==> src/rtl/div_pkg.sv <==
// Shared definitions for the sequential non-restoring divider.
// Optional feature macro: DIV_SIGNED_EN (signed two's-complement division).
package div_pkg;

  localparam int WIDTH = 32;
  localparam int ITER  = 32;

  typedef enum logic [1:0] {
    IDLE,
    CALC,
    FIX,
    DONE
  } div_state_t;

  localparam logic [WIDTH-1:0] DBZ_QUOT = 32'hFFFF_FFFF;

  // Absolute value of a two's-complement operand; 32'h8000_0000 maps to itself,
  // which is the correct unsigned magnitude.
  function automatic logic [WIDTH-1:0] magnitude(input logic [WIDTH-1:0] v);
    return v[WIDTH-1] ? (~v + 1'b1) : v;
  endfunction

endpackage

==> src/rtl/div_step.sv <==
// One combinational radix-2 non-restoring iteration: shift {P,Q} left,
// add or subtract the divisor depending on the sign of P, record the quotient bit.
module div_step
  import div_pkg::*;
#(
  parameter int W = WIDTH
) (
  input  logic [W:0]   p,
  input  logic [W-1:0] q,
  input  logic [W-1:0] d,
  output logic [W:0]   p_next,
  output logic [W-1:0] q_next
);

  logic [W:0] shifted;

  // Add/subtract choice uses the sign of P before the shift.
  always_comb begin
    shifted = {p[W-1:0], q[W-1]};
    if (p[W]) begin
      p_next = shifted + {1'b0, d};
    end else begin
      p_next = shifted - {1'b0, d};
    end
    q_next = {q[W-2:0], ~p_next[W]};
  end

endmodule

==> src/rtl/div_32bit.sv <==
// Sequential 32-bit radix-2 non-restoring divider with start/done handshake.
// Optional feature macro: DIV_SIGNED_EN (signed division, quotient truncates
// toward zero, remainder takes the dividend's sign). Undefined: unsigned.
module div_32bit
#(
  parameter int WIDTH = div_pkg::WIDTH
) (
  input  logic             clk,
  input  logic             rst,
  input  logic             start,
  input  logic [WIDTH-1:0] dividend,
  input  logic [WIDTH-1:0] divisor,
  output logic [WIDTH-1:0] quotient,
  output logic [WIDTH-1:0] remainder,
  output logic             busy,
  output logic             done,
  output logic             div_by_zero
);

  import div_pkg::*;

  localparam int CNT_W = $clog2(ITER);
  localparam logic [CNT_W-1:0] LAST = CNT_W'(ITER - 1);

  div_state_t       state;
  logic [CNT_W-1:0] cnt;
  logic [WIDTH:0]   p;
  logic [WIDTH-1:0] q;
  logic [WIDTH-1:0] d;
  logic [WIDTH-1:0] res_q;
  logic [WIDTH-1:0] res_r;
  logic             res_dbz;

  logic [WIDTH:0]   p_step;
  logic [WIDTH-1:0] q_step;
  logic [WIDTH-1:0] mag_a;
  logic [WIDTH-1:0] mag_b;
  logic [WIDTH-1:0] rem_mag;
  logic [WIDTH-1:0] fix_q;
  logic [WIDTH-1:0] fix_r;

  div_step #(.W(WIDTH)) u_step (
    .p      (p),
    .q      (q),
    .d      (d),
    .p_next (p_step),
    .q_next (q_step)
  );

`ifdef DIV_SIGNED_EN
  logic q_neg;
  logic r_neg;

  // Signed build: iterate on magnitudes, then restore signs in FIX.
  always_comb begin
    mag_a   = magnitude(dividend);
    mag_b   = magnitude(divisor);
    rem_mag = p[WIDTH] ? (p[WIDTH-1:0] + d) : p[WIDTH-1:0];
    fix_q   = q_neg ? (~q + 1'b1) : q;
    fix_r   = r_neg ? (~rem_mag + 1'b1) : rem_mag;
  end
`else
  // Unsigned build: operands go straight into the datapath.
  always_comb begin
    mag_a   = dividend;
    mag_b   = divisor;
    rem_mag = p[WIDTH] ? (p[WIDTH-1:0] + d) : p[WIDTH-1:0];
    fix_q   = q;
    fix_r   = rem_mag;
  end
`endif

  // Control FSM, iteration counter, operand capture and registered outputs.
  always_ff @(posedge clk) begin
    if (rst) begin
      state       <= IDLE;
      cnt         <= '0;
      p           <= '0;
      q           <= '0;
      d           <= '0;
      res_q       <= '0;
      res_r       <= '0;
      res_dbz     <= 1'b0;
      quotient    <= '0;
      remainder   <= '0;
      busy        <= 1'b0;
      done        <= 1'b0;
      div_by_zero <= 1'b0;
`ifdef DIV_SIGNED_EN
      q_neg       <= 1'b0;
      r_neg       <= 1'b0;
`endif
    end else begin
      done <= 1'b0;
      case (state)
        IDLE: begin
          if (start) begin
            busy <= 1'b1;
            cnt  <= '0;
            p    <= '0;
            q    <= mag_a;
            d    <= mag_b;
`ifdef DIV_SIGNED_EN
            q_neg <= dividend[WIDTH-1] ^ divisor[WIDTH-1];
            r_neg <= dividend[WIDTH-1];
`endif
            if (divisor == '0) begin
              res_q   <= DBZ_QUOT;
              res_r   <= dividend;
              res_dbz <= 1'b1;
              state   <= DONE;
            end else begin
              state <= CALC;
            end
          end
        end
        CALC: begin
          p   <= p_step;
          q   <= q_step;
          cnt <= cnt + 1'b1;
          if (cnt == LAST) begin
            state <= FIX;
          end
        end
        FIX: begin
          res_q   <= fix_q;
          res_r   <= fix_r;
          res_dbz <= 1'b0;
          state   <= DONE;
        end
        DONE: begin
          quotient    <= res_q;
          remainder   <= res_r;
          div_by_zero <= res_dbz;
          done        <= 1'b1;
          busy        <= 1'b0;
          state       <= IDLE;
        end
        default: state <= IDLE;
      endcase
    end
  end

endmodule

==> config.mk <==
export PLATFORM = sky130hd
export DESIGN_NAME = div_32bit
export DESIGN_NICKNAME = d
export VERILOG_FILES = /design/src/rtl/div_pkg.sv /design/src/rtl/div_step.sv /design/src/rtl/div_32bit.sv
export SDC_FILE = /design/constraint.sdc
export NUM_CORES = 1
export LEC_CHECK = 0
export ABC_AREA = 1
export BUFFER_PORTS_ARGS = -buffer_cell sky130_fd_sc_hd__buf_2
export CAP_MARGIN = 10
export CORE_MARGIN = 2
export CORE_UTILIZATION = 60
export CTS_CLUSTER_SIZE = 16
export DETAILED_ROUTE_END_ITERATION = 8
export PLACE_DENSITY = 0.8
export SYNTH_ARGS = -nofsm -noshare
export SYNTH_HDL_FRONTEND = slang
export SYNTH_SLANG_ARGS = --single-unit
==> constraint.sdc <==
create_clock -name clk -period 8.1 [get_ports clk]
set_input_delay 0 -clock clk [delete_from_list [all_inputs] [get_ports clk]]
set_output_delay 0 -clock clk [all_outputs]
set_load 0.05 [all_outputs]
# Word-level counts from Yosys, hierarchy flattened
# Cells that the tools add are included.
# Widths: inputs -> output; s select.
[classes] addsub=4 mul=0 div_mod_pow=0 order_cmp=0 eq_ne=7 n_shift=0 muxes=24 n_bitwise=1 n_reduce_logical=10
[op_table] operator="$mux 32" count=6
[op_table] operator="$pmux 32 s2" count=3
[op_table] operator="$mux 33" count=2
[op_table] operator="$pmux 33 s2" count=1
[op_table] operator="$add 33x32->33" count=1
[op_table] operator="$sub 33x32->33" count=1
[op_table] operator="$add 32x32->32" count=1
[op_table] operator="$logic_not 32->1" count=1
[op_table] operator="$pmux 5 s2" count=1
[op_table] operator="$pmux 2 s4" count=1
[op_table] operator="$reduce_and 2->1" count=4
[op_table] operator="$mux 2" count=3
[op_table] operator="$ne 2x2->1 const B" count=3
[op_table] operator="$reduce_bool 2->1" count=3
[op_table] operator="$add 5x1->5 const B" count=1
[op_table] operator="$eq 5x5->1 const B" count=1
[op_table] operator="$mux 5" count=1
[op_table] operator="$eq 2x2->1 const B" count=2
[op_table] operator="$mux 1" count=4
[op_table] operator="$pmux 1 s2" count=2
[op_table] operator="$reduce_and 3->1" count=1
[op_table] operator="$eq 2x1->1 const B" count=1
[op_table] operator="$logic_not 2->1" count=1
[op_table] operator="$not 1->1" count=1
[word_totals] regBits=236 latchBits=0 ram_bits=0 mem_bits_ro=0 inputBits=67 output_inout_bits=67 word_cells=59 memories=0

# Depth between registers and ports, before layout
[depth] word_depth=4 depth_mapped=23 ltp_nobuf=23

# Hierarchy
# Synthesis repeated with hierarchy kept, for this count alone.
[hier_totals] hier_cells=2481 area_unflattened_um2=15200.8
[modules_own_cells] module="div_32bit" n_inst=1 cells_each=1750 area_each_um2=11517.3 seq_area_each_um2=4724.5
[modules_own_cells] module="div_step" n_inst=1 cells_each=731 area_each_um2=3683.5 seq_area_each_um2=0.0

# Least setup slack after synthesis
# Ideal clock, no wire load.
[synth_path] kind="register to register" start="register d[1]" end="register p[17]" setup_time_ns=0.132 arrival_time_ns=2.653 required_ns=7.968 path_slack_ns=5.315 path_stages_with_launch=20 path_buffers=0 period_less_slack_ns=2.785 path_cell_list="dfxtp_1 -> inv_1 -> ha_1 -> nand3_1 -> nor2_1 -> inv_1 -> nor2_1 -> nand2_1 -> o31ai_1 -> xnor2_1 -> ha_1 -> nand2_1 -> nor2_1 -> inv_1 -> nor3_1 -> nand4_1 -> nand3_1 -> nand2_1 -> nand3_1 -> a21oi_1"
[synth_between] elab_chain_len=3 elab_cells_between_ends=4 cone_classes="add/sub (2); mux (2)"
[synth_lines] element="start: declaration" line="div_32bit.sv:29" rtl="logic [WIDTH-1:0] d;"
[synth_lines] element="start signal: assignment" line="div_32bit.sv:102" rtl="d <= mag_b;"
[synth_lines] element="$sub 33x32->33 or $add 33x32->33 (tied branches)" line="div_step.sv:23, div_step.sv:21"
[synth_lines] element="$mux 33 *" line="div_step.sv:20" rtl="if (p[W]) begin"
[synth_lines] element="$pmux 33 s2 *" line="div_32bit.sv:95" rtl="case (state)"
[synth_lines] element="end signal: assignment" line="div_32bit.sv:118" rtl="p <= p_step;"
[synth_lines] element="end: declaration" line="div_32bit.sv:27" rtl="logic [WIDTH:0] p;"
# Every way passes the cells marked *; elsewhere a longest branch is shown, timed or not.
# A chain may end at the register's enable or synchronous reset.

# Worst setup path after layout
[layout_path] start="register state[1]" end="register q[0], in the netlist fix_q[0]"
[layout_between] elab_chain_len=3 elab_cells_between_ends=6 cone_classes="eq/ne (2); mux (1); reduce/logical (3)"
[layout_lines] element="start: declaration" line="div_32bit.sv:25" rtl="div_state_t state;"
[layout_lines] element="start signal: assignment" line="div_32bit.sv:76" rtl="state <= IDLE;"
[layout_lines] element="start signal: assignment" line="div_32bit.sv:111" rtl="state <= DONE;"
[layout_lines] element="start signal: assignment" line="div_32bit.sv:113" rtl="state <= CALC;"
[layout_lines] element="$eq 2x1->1 or $logic_not 2->1 (tied branches)" line="div_32bit.sv:95"
[layout_lines] element="$reduce_bool 2->1 (no line) or $ne 2x2->1 (tied branches)"
[layout_lines] element="$reduce_and 2->1 (no line)"
[layout_lines] element="end signal: assignment" line="div_32bit.sv:101" rtl="q <= mag_a;"
[layout_lines] element="end signal: assignment" line="div_32bit.sv:119" rtl="q <= q_step;"
[layout_lines] element="end: declaration" line="div_32bit.sv:28" rtl="logic [WIDTH-1:0] q;"
# Several ways; a longest one is shown, not always the timed one.

==> impl_metrics.toml <==
[power]
seqPwrFrac = 0.278
power.density_nw_per_um2 = 362
clock_power_share = 0.203
p_int_w = 0.00311
comb_power_share = 0.519
power.switching_w = 0.00298
leak_nw = 8.46
vdd.ir_drop.worst_uv = 193
power.share.switching = 0.489

[yosys]
synthTopCellsByArea = "sky130_fd_sc_hd__dfxtp_1, sky130_fd_sc_hd__nand2_1, sky130_fd_sc_hd__nor2_1"
post-synth-top-count-cell = "sky130_fd_sc_hd__nand2_1"
dominant_register_cell_in_the_synthesized_netlist = "sky130_fd_sc_hd__dfxtp_1"
fraction_of_synthesized_cell_area_taken_by_the_top_area_cell_type = 0.325
total_standard_cell_area_after_synthesis_sq_um = 14500
synthCells = 2358
synth.ff_latch_count = 236
yosys.area.top_type = "sky130_fd_sc_hd__dfxtp_1"
yosys_warnings = 0
edff_count_synth = 0
ys_top_cells_by_count = "sky130_fd_sc_hd__nand2_1, sky130_fd_sc_hd__nor2_1, sky130_fd_sc_hd__inv_1"
synthesis.nets = 2497
synth_cell_types = 39
synthesis.area_per_instance_sq_um = 6.17
seq_area_frac_synth = 0.325
postSynth.asyncResetShare = 0

[grt]
number_of_antenna_violations_at_the_first_check_in_global_routing = 0
via_count_of_the_first_global_routing_pass = 14700
grt_remaining_overflow = 0
grt_first_pass_wirelength_um = 76500
tot_gr_track_use = 0.369
grt_start_max_net_pins = 85

[clocking]
tritoncts_clock_tree = "done"
cts.repair.resized = 0
numClockSinks = 236
ctsRootBufferMaster = "sky130_fd_sc_hd__clkbuf_16"
cts_htree_levels = 1
cts-root-to-sink-buffers = 3
cts.repair_timing.setup_buffer_count = 0
cts.clk_slew.worst_paths_ns = 0.07
clock_insertion_delay_worst_skew_ns = 0.55
tritoncts.num_buffers = 25

[critical_path]
highest_net_fanout_along_the_worst_path = 64
depth_of_the_worst_register_to_register_path = 12
cp.arrival_ns = 4.20
reg_to_reg_start = "state[1]"
timing.critical_path.to_type = "flip-flop"
rrSetupSlack_ns = 4.34
timing.setup.critical_path_class = "reg -> reg"
crit_path_start_kind = "flip-flop"
cp.required_ns = 8.54
timing.rr.end = "fix_q[0]"

[timing]
worst_slew_pin_slew_ns = 1.20
final_setup_violations = 0
fin_tns_setup_ns = 0
max_slew_margin = 0.200
min_period_over_period = 0.464
final.setup_skew_ns = 0.0138
hold_violations = 0
post-route-min-period_ns = 3.76
whs_ns = 0.113
grt_setup_unrepaired = "false"
final-max-slew-violation-count = 0
timing.fmax_mhz = 266

[floorplan]
number_of_placement_rows = 56
dieArea_sq_um = 25500
die_width_um = 160
initial_utilization = 0.616
design.portCount = 134
core_sq_um = 23600
die-height_um = 160

[hold_path]
min_path_cells = 4
hp-start = "start"
worst_hold_path.endpoint = "d[3]"
hold_path.class = "in -> reg"

[routing]
route.vias.total = 16100
final_antenna_net_count = 0
detailedRoute.firstIterationViolations = 1705
first_pass_iters = 6
remaining_drc_errors = 0
avgViaCountPerCell = 5.66
routed_wire_length_um = 48500
detail_route.wl_per_cell_um = 17.1

[status]
run_status = "finished, final reports clean"

[finish]
flow.area_growth_from_synthesis_pct = 15.7
num-nets-final = 2636
fraction_of_final_layout_cells_with_drive_strength_greater_than_1 = 0.0791

[placement]
hpwlAfterDp_um = 34800
placement.io_buffers = 133
final_weighted_congestion_in_routability_driven_placement = 1.00

[flow_run]
cap_violations = 0
worst max path at each step:
stage / start / end / slack (ns) / cells after the start
finish: state[1] / fix_q[0] / 4.34 / 12
global route: d[0] / fix_q[0] / 3.89 / 21
CTS: d[0] / fix_q[0] / 4.45 / 21
detailed placement: d[1] / fix_q[0] / 4.49 / 22
global placement: state[1] / fix_q[0] / 4.61 / 12
floorplan: d[1] / p[17] / 5.31 / 19
power by group through the flow:
stage	registers (W)	clock network, W	logic (W)
after CTS	0.00168	0.00124	0.00310
final	0.00170	0.00123	0.00316
after detailed placement	0.00171	0	0.00305
after global placement	0.00170	0	0.00301
after floorplan	0.00180	0	0.00216
after global routing	0.00172	0.00128	0.00351
logic make-up (layout without fill, tap and decap cells):
logic type / after synthesis / after routing / synth area share
flops: 236 / 236 / 0.325
buf+inv: 377 / 534 / 0.0994
other cells: 0 / 1 / 0
xor+xnor: 42 / 42 / 0.0253
compound gates: 418 / 418 / 0.154
simple gates: 1213 / 1213 / 0.334
fa+ha+maj: 72 / 72 / 0.0630
repair_timing:
| action | 4_1_cts | 5_1_grt |
|---|---|---|
| endpoints found under the setup margin | 0 | 0 |
| endpoints found under the hold margin | 140 | 0 |
| hold buffers | 66 | 0 |
placed cells by master, fill, tap and decap left out, types with 25 or more instances in the layout:
cell	synthesis	layout
sky130_fd_sc_hd__nand2_1	650	650
sky130_fd_sc_hd__nor2_1	381	380
sky130_fd_sc_hd__inv_1	278	276
sky130_fd_sc_hd__dfxtp_1	236	235
sky130_fd_sc_hd__o21ai_0	171	171
sky130_fd_sc_hd__a21oi_1	156	156
sky130_fd_sc_hd__buf_2	12	132
sky130_fd_sc_hd__nand3_1	125	125
sky130_fd_sc_hd__ha_1	70	69
sky130_fd_sc_hd__dlygate4sd3_1	0	66
sky130_fd_sc_hd__xor2_1	34	34
sky130_fd_sc_hd__a31oi_1	34	34
sky130_fd_sc_hd__o22ai_1	32	32
sky130_fd_sc_hd__clkbuf_16	0	25
through the flow:
stage | util | setup slack (ns) | area, sq um | power [W] | instances
2_1_floorplan | - | 5.31 | 14500 | 0.00396 | 2358
3_3_place_gp | 0.648 | 4.61 | 15300 | 0.00471 | 2723
3_5_place_dp | 0.648 | 4.49 | 15300 | 0.00475 | 2723
4_1_cts | 0.713 | 4.45 | 16800 | 0.00601 | 2834
5_1_grt | 0.713 | 3.89 | 16800 | 0.00651 | 2834
6_report | 0.713 | 4.34 | 16800 | 0.00609 | 2835
area by class of cell:
class	count	area, sq um
Clock inverter	10	165
Timing Repair Buffer	207	1390
Tap cell	319	399
Antenna cell	1	2.50
Fill cell	2086	6780
Inverter	282	1060
Multi-Input combinational cell	1745	8390
Sequential cell	236	4730
Clock buffer	35	703
registers in the layout, summed over array words and instances, names as in the netlist, 2 cells and up:
name       cells
cnt            5
d             32
fix_q         32
p             33
quotient      32
remainder     32
res_q         32
res_r         32
state          2
worst max-delay path, cell delays in order (launching register included):
cell and delay (ns):
sky130_fd_sc_hd__dfxtp_1 0.33, sky130_fd_sc_hd__inv_1 0.11, sky130_fd_sc_hd__ha_1 0.16, sky130_fd_sc_hd__buf_4 0.35
sky130_fd_sc_hd__inv_2 0.36, sky130_fd_sc_hd__o21ai_4 0.21, sky130_fd_sc_hd__buf_4 0.49, sky130_fd_sc_hd__inv_2 0.49
sky130_fd_sc_hd__nor2_2 0.21, sky130_fd_sc_hd__buf_4 0.40, sky130_fd_sc_hd__nand3_1 0.28, sky130_fd_sc_hd__nand2_1 0.15
sky130_fd_sc_hd__inv_1 0.05
per-layer routing:
layer / track usage / part of all wire / wire length (um) / vias to the layer above
met5: 0 / 0 / 0 / -
met4: 0.163 / 0.052 / 2520 / 0
met3: 0.0468 / 0.084 / 4080 / 169
met2: 0.599 / 0.45 / 21700 / 805
met1: 0.492 / 0.42 / 20200 / 7273
li1: - / - / - / 7807
Note: power is estimated with default switching activity, not from simulation.
